===== config.mk =====
export PLATFORM = sky130hd
export DESIGN_NAME = branch_target_predictor
export DESIGN_NICKNAME = d
export VERILOG_FILES = /design/src/rtl/branch_target_predictor.sv
export SDC_FILE = /design/constraint.sdc
export NUM_CORES = 2
export LEC_CHECK = 0
export BUFFER_PORTS_ARGS = -buffer_cell sky130_fd_sc_hd__buf_2
export CAP_MARGIN = 10
export CORE_MARGIN = 5
export CORE_UTILIZATION = 30
export CTS_CLUSTER_SIZE = 10
export DETAILED_ROUTE_END_ITERATION = 10
export PLACE_DENSITY = 0.57
export REMOVE_ABC_BUFFERS = 1
export SETUP_SLACK_MARGIN = 0.5
export SLEW_MARGIN = 20
export SYNTH_ARGS = -nofsm -noshare
export SYNTH_HDL_FRONTEND = slang
export SYNTH_SLANG_ARGS = --single-unit

===== constraint.sdc =====
create_clock -name clk -period 64.1 [get_ports clk]
set_input_delay 6.41 -clock clk [delete_from_list [all_inputs] [get_ports clk]]
set_output_delay 6.41 -clock clk [all_outputs]
set_load 0.05 [all_outputs]

===== src/rtl/branch_target_predictor.sv =====
// Branch target buffer with 2-bit direction counters for the IF stage.
// Lookup is combinational; decode-stage resolutions train it one per cycle.
module branch_target_predictor #(
  parameter int XLEN    = 64,
  parameter int ENTRIES = 16,
  parameter int TAG_W   = 10,
  parameter int CNT_W   = 32
) (
  input  logic             clk,
  input  logic             reset,
  input  logic [XLEN-1:0]  lookup_pc,
  output logic             pred_taken,
  output logic [XLEN-1:0]  pred_target,
  input  logic             upd_valid,
  input  logic [XLEN-1:0]  upd_pc,
  input  logic             upd_taken,
  input  logic [XLEN-1:0]  upd_target,
  input  logic             upd_is_jump,
  input  logic             upd_pred_taken,
  input  logic [XLEN-1:0]  upd_pred_target,
  input  logic             flush,
  output logic             upd_mispredict,
  output logic [CNT_W-1:0] n_updates,
  output logic [CNT_W-1:0] n_mispredicts
);

  localparam int IDX_W = $clog2(ENTRIES);

  logic             valid_q  [ENTRIES];
  logic [TAG_W-1:0] tag_q    [ENTRIES];
  logic [XLEN-1:0]  target_q [ENTRIES];
  logic [1:0]       ctr_q    [ENTRIES];
  logic             jump_q   [ENTRIES];

  logic [IDX_W-1:0] l_idx;
  logic [TAG_W-1:0] l_tag;
  logic             l_hit;
  logic [IDX_W-1:0] u_idx;
  logic [TAG_W-1:0] u_tag;
  logic             u_hit;
  logic             unused_pc;

  assign l_idx = lookup_pc[IDX_W+1:2];
  assign l_tag = lookup_pc[IDX_W+2 +: TAG_W];
  assign l_hit = valid_q[l_idx] && (tag_q[l_idx] == l_tag);

  assign pred_taken  = l_hit && (jump_q[l_idx] || ctr_q[l_idx][1]);
  assign pred_target = pred_taken ? target_q[l_idx]
                                  : lookup_pc + XLEN'(4);

  assign u_idx = upd_pc[IDX_W+1:2];
  assign u_tag = upd_pc[IDX_W+2 +: TAG_W];
  assign u_hit = valid_q[u_idx] && (tag_q[u_idx] == u_tag);

  // Only index and tag bits of upd_pc select an entry.
  assign unused_pc = ^upd_pc;

  assign upd_mispredict = upd_valid &&
    ((upd_pred_taken != upd_taken) ||
     (upd_taken && (upd_pred_target != upd_target)));

  always_ff @(posedge clk or posedge reset) begin
    if (reset) begin
      for (int i = 0; i < ENTRIES; i++) begin
        valid_q[i]  <= 1'b0;
        tag_q[i]    <= '0;
        target_q[i] <= '0;
        ctr_q[i]    <= 2'b01;
        jump_q[i]   <= 1'b0;
      end
    end else if (flush) begin
      for (int i = 0; i < ENTRIES; i++) begin
        valid_q[i] <= 1'b0;
      end
    end else if (upd_valid) begin
      if (u_hit) begin
        if (upd_is_jump) begin
          ctr_q[u_idx] <= 2'b11;
        end else if (upd_taken) begin
          if (ctr_q[u_idx] != 2'b11) begin
            ctr_q[u_idx] <= ctr_q[u_idx] + 2'd1;
          end
        end else if (ctr_q[u_idx] != 2'b00) begin
          ctr_q[u_idx] <= ctr_q[u_idx] - 2'd1;
        end
        if (upd_taken) begin
          target_q[u_idx] <= upd_target;
        end
        jump_q[u_idx] <= upd_is_jump;
      end else if (upd_taken) begin
        valid_q[u_idx]  <= 1'b1;
        tag_q[u_idx]    <= u_tag;
        target_q[u_idx] <= upd_target;
        jump_q[u_idx]   <= upd_is_jump;
        ctr_q[u_idx]    <= upd_is_jump ? 2'b11 : 2'b10;
      end
    end
  end

  // Counters stick at all-ones instead of wrapping.
  always_ff @(posedge clk or posedge reset) begin
    if (reset) begin
      n_updates     <= '0;
      n_mispredicts <= '0;
    end else begin
      if (upd_valid && (n_updates != '1)) begin
        n_updates <= n_updates + CNT_W'(1);
      end
      if (upd_mispredict && (n_mispredicts != '1)) begin
        n_mispredicts <= n_mispredicts + CNT_W'(1);
      end
    end
  end

endmodule


# Word level (Yosys, flattened, before mapping)
# Index checks and enable logic that the tools add are counted.
# W data, S select, Z words.
dict set report totals {
  reg_bits 1312
  mem_bits_ro 0
  in_bits 263
  ramBits 0
  memories 0
  output_inout_bits 130
  latchBits 0
}
dict set report op_classes {
  n_shift 0
  magnitude_cmp 3
  n_div 0
  bitwise 6
  muxes 52
  eq_ne 9
  multipliers 0
  reduce_logical 20
  addsub 5
}
# operator n
set ops {}
lappend ops {{$bwmux W1024} 1}
lappend ops {{$bmux W64 S4} 1}
lappend ops {{$demux W64 S4} 1}
lappend ops {{$mux W64} 4}
lappend ops {{$mux W32} 6}
lappend ops {{$bwmux W160} 1}
lappend ops {{$bwmux W32} 3}
lappend ops {{$mux W16} 6}
lappend ops {{$bmux W10 S4} 2}
lappend ops {{$add A32 B1 Y32 const B} 2}
lappend ops {{$add A64 B3 Y64 const B} 1}
lappend ops {{$ne A32 B32 Y1 const B} 2}
lappend ops {{$ne A64 B64 Y1} 1}
lappend ops {{$mux W10} 5}
lappend ops {{$demux W10 S4} 1}
lappend ops {{$or A32 B32 Y32} 1}
lappend ops {{$eq A10 B10 Y1} 2}
lappend ops {{$bmux W2 S4} 2}
lappend ops {{$bwmux W16} 1}
lappend ops {{$or A16 B16 Y16} 1}
lappend ops {{$bmux W1 S4} 3}
lappend ops {{$ge A5 B5 Y1 const B} 2}
lappend ops {{$mux W2} 5}
lappend ops {{$not A4 Y5} 2}
lappend ops {{17 further kinds} 39}

# Logic depth before layout (Yosys ltp)
dict set report logic_depth {
  word_depth 10
  depth_mapped 14
  depth_no_buf 9
}

# Least setup slack after synthesis
# No wires, ideal clock.
dict set report synth_path {
  path_kind {input-to-output}
  start {input port lookup_pc[2]}
  end {output port pred_target[0]}
  path_stages 9
  path_slack_ps 47287
  t_arrival_ps 10403
  path_cell_list {buf_4 > buf_2 > mux4_2 > mux4_2 > xnor2_1 > nand2_1 > nor4_1 > nand2_1 > nand2_1}
}
dict set report synth_via {
  elab_chain_len 8
  word_cells_on_any_way 21
  classes_between {1 x eq/ne; 16 x mux; 1 x bitwise; 3 x reduce/logical}
}
# item line
set synth_lines {}
lappend synth_lines {{start: declaration} 11} ;# input logic [XLEN-1:0] lookup_pc,
lappend synth_lines {{$not A4 Y5 (not written as such) *} {45, 47}}
lappend synth_lines {{$bmux W10 S4} 45} ;# assign l_hit = valid_q[l_idx] && (tag_q[l_idx] == l_tag);
lappend synth_lines {{$mux W10 (not written as such) (2 in a row)} 45}
lappend synth_lines {{$eq A10 B10 Y1} 45}
lappend synth_lines {{$logic_and A1 B1 Y1} 45}
lappend synth_lines {{$logic_and A1 B1 Y1 *} 47} ;# assign pred_taken = l_hit && (jump_q[l_idx] || ctr_q[l_idx][1]);
lappend synth_lines {{net pred_taken} 12} ;# output logic pred_taken,
lappend synth_lines {{$mux W64 *} 48} ;# assign pred_target = pred_taken ? target_q[l_idx]
lappend synth_lines {{end: declaration} 13} ;# output logic [XLEN-1:0] pred_target,
# The timed path passes the listed nets; every way through them passes the cells marked *. The select of a mux whose other input is x is not followed.

# Worst setup path after layout
dict set report layout_path {
  start {input port lookup_pc[2]}
  end {output port pred_target[14]}
}
dict set report layout_via {
  elab_chain_len 8
  word_cells_on_any_way 22
  classes_between {1 x add/sub; 1 x eq/ne; 16 x mux; 1 x bitwise; 3 x reduce/logical}
}
# item line
set layout_lines {}
lappend layout_lines {{branches (longest 7 deep; another with $add A64 B3 Y64)} --}
lappend layout_lines {{$mux W64 *} 48}
# Mark *: on every way between the ends. The select of a mux whose other input is x is not followed.

==> metrics.txt <==
worst r2r src=tag_q[16]; largest net degree at the start of global routing=slightly below 200; crit path capture=pred_target[14]; GR Util All Layers=roughly 17%; Crit-path slowest cell=or4_4; WL/cell=26.6 um; reg2reg end=ctr_q[3]; die area=roughly 0.22 mm2; Port Buffers=342; final antenna-violating net count=0; Max-slew headroom=23.0%; fin area=0.0724 mm2; vias in the first global route=roughly 41,000; CORE AREA=0.210 mm2; DR pass1 iterations=5; dpl cell area=0.0681 mm2; global-route wire length before repair=288,000 um; commonest non-fill, non-tap cell in the layout=dfrtp_1; cts repair resizes=0; most frequent cells in the layout=dfrtp_1 (1,296), mux2_2 (1,039), mux4_2 (422), buf_2 (337), clkbuf_16 (159); setup TNS=0 ps; skew final=about 27 ps; Seq/Total Area, Yosys=51.8%; Clock Pin Slew Worst Setup and Hold Paths=50 ps; Vias/cell=approximately 5.2; H-Tree Depth=4; synth warn=0; max cap viols=0; cts hold-fix bufs=0; post-placement cell count=7,129; Crit path depth=11; # IOs=roughly 390; crit path launch type=input port; maximum VDD drop=roughly 0.000027 V; drc violations=0; HP Class=flip-flop to flip-flop; Worst Setup End Kind=output port; clock root buffer=clkbuf_16; Post-CTS Setup Repair Bufs=0; gpl congestion=between 0.8 and 0.9; CP max stage delay=880 ps; Critical Path Fanout Max=approximately 100; flop2flop setup slack=about 60,000 ps; clk buf depth=3; Num CTS Buffers=approximately 150; crit path from=lookup_pc[2]; cell area after synthesis=0.0634 mm2; Chip Height=470 um; Leak=32.6 nW; count of final hold-check violations=0; hpwl dp=121,000 um; Unique masters post-synth=71; Worst EP arrival=between 10,000 and 15,000 ps; Post-Syn Instances=between 4,000 and 5,000; CP bufs+invs=4; vias=roughly 38,000; async set-or-reset flop fraction in the synthesized netlist=100%; routed wire length=195,000 um; filler cell count=20,234; status=complete, no violations; final period utilization=28.3%; Starting Density=30.2%; Post-synth EDFFs=0; initial antenna violation count=61; family with the most delay on the worst path=buffers and inverters; Req. time, crit path=57,690 ps; Pins Over Slew Limit=0; Syn Area/Cell=14.9 um2; worst reg2reg path depth=7; Util after Layout=about 34%; RSZ-0062 raised after global routing=no; final-report setup violation count=0; Initial DRC Count=2,447; area growth from synthesis to layout=14.2%; # nets final=4,747; GRT overflow=0; row count=about 170; critical path cell sequence=buf_8 > buf_12 > o21ai_0 > mux4_2 > nor2b_1 > a31oi_1 > or4_4 > buf_4 > nor2_1 > a21oi_1 > buf_2; Final min period=between 15,000 and 20,000 ps; post-route insts no fill=7,341; flops & latches, synth=1,312; fmax=55.1 MHz; clk_lat worst skew=780 ps; Power Dens Cells=29.1 mW/mm2; Crit Path Category=input port to output port; CTS Sinks=1,312; share of cells above drive strength 1=47.3%; worst-margin pin slew=1150 ps; die width=470 um; TritonCTS clock tree=done; most used flip-flop cell after synthesis=dfrtp_1
## cells by family after synthesis
kind of cell             after synthesis  synth area share, %
buffers and inverters                387                 2.52
flip-flops                          1312                 51.8
multiplexers                        1645                 36.7
adder cells (fa/ha/maj)                5               0.0987
AND/OR/NAND/NOR                      506                 4.07
AO/OA/AOI/OAI                        224                 2.27
XOR/XNOR                             184                 2.54
## per-layer routing
metal | share of wire, % | track usage, %
met5 | 0.046 | 0
met4 | 2.8 | 5.16
met3 | 5.3 | 3.31
met2 | 48 | 28.1
met1 | 44 | 23.9
## registers in the layout, indices dropped and copies added, names as in the netlist
register,count
target_q,1024
tag_q,160
ctr_q,32
n_mispredicts,32
n_updates,32
jump_q,16
valid_q,16
## Yosys cell counts (12+ instances only)
| cell type | number | area share (%) |
|---|---|---|
| clkbuf_1 | 251 | 1.5 |
| nand2_1 | 138 | 0.82 |
| inv_1 | 38 | 0.23 |
| a21oi_1 | 61 | 0.48 |
| xnor2_1 | 92 | 1.3 |
| o21ba_2 | 15 | 0.24 |
| mux2_1 | 153 | 2.7 |
| dfrtp_1 | 1296 | 51 |
| nor3_2 | 14 | 0.22 |
| nor4_1 | 12 | 0.12 |
| mux2_2 | 1039 | 18 |
| mux2i_1 | 31 | 0.49 |
| nor2b_1 | 12 | 0.12 |
| nor3_1 | 32 | 0.25 |
| buf_4 | 14 | 0.17 |
| and4_1 | 12 | 0.17 |
| o31ai_1 | 12 | 0.14 |
| o21ai_0 | 68 | 0.54 |
| buf_1 | 32 | 0.19 |
| and3_1 | 23 | 0.23 |
| buf_2 | 46 | 0.36 |
| nand4_1 | 40 | 0.39 |
| nor2_1 | 122 | 0.72 |
| dfstp_2 | 16 | 0.66 |
| nand3_1 | 54 | 0.43 |
| xor2_1 | 92 | 1.3 |
| mux4_2 | 422 | 15 |
## stage by stage
stage | hold WS [ps] | power, mW | worst slack [ps]
after floorplan | 445 | 1.22 | 20730
after global placement | 457 | 1.32 | 45660
after detailed placement | 465 | 1.33 | 45670
after CTS | 477 | 2.13 | 45660
after global routing | 496 | 2.20 | 45580
final | 477 | 2.10 | 45940
## worst min path at each step
stage,to,start,cells past startpoint
floorplan,target_q[585],target_q[585],2
global placement,target_q[869],target_q[869],2
detailed placement,target_q[549],target_q[549],2
CTS,target_q[549],target_q[549],2
global route,target_q[534],target_q[534],2
finish,target_q[603],target_q[603],2
## worst register-to-register path, cell delays in order (launching register included)
cell and delay, ps:
dfrtp_1 390, mux4_2 480, mux4_2 480, xnor2_1 540
nand3b_1 310, o41a_2 910, nor4b_2 560, mux2_2 380
## where the power goes
group | internal, mW | switching, mW | total, mW
Clock | 0.453 | 0.336 | 0.790
Combinational | 0.165 | 0.153 | 0.319
Sequential | 0.937 | 0.0588 | 0.996
## final cells by class
class	instances	area (um2)	share of cell area, %
sequential	1312	32900	45.4
multi-input combinational	2564	29200	40.3
clock buffer	192	4160	5.75
tap	2805	3510	4.85
timing repair buffer	410	2360	3.26
inverter	39	154	0.213
clock inverter	8	129	0.178
antenna	11	27.5	0.0380
No activity file was read; power rests on OpenSTA's default activity.
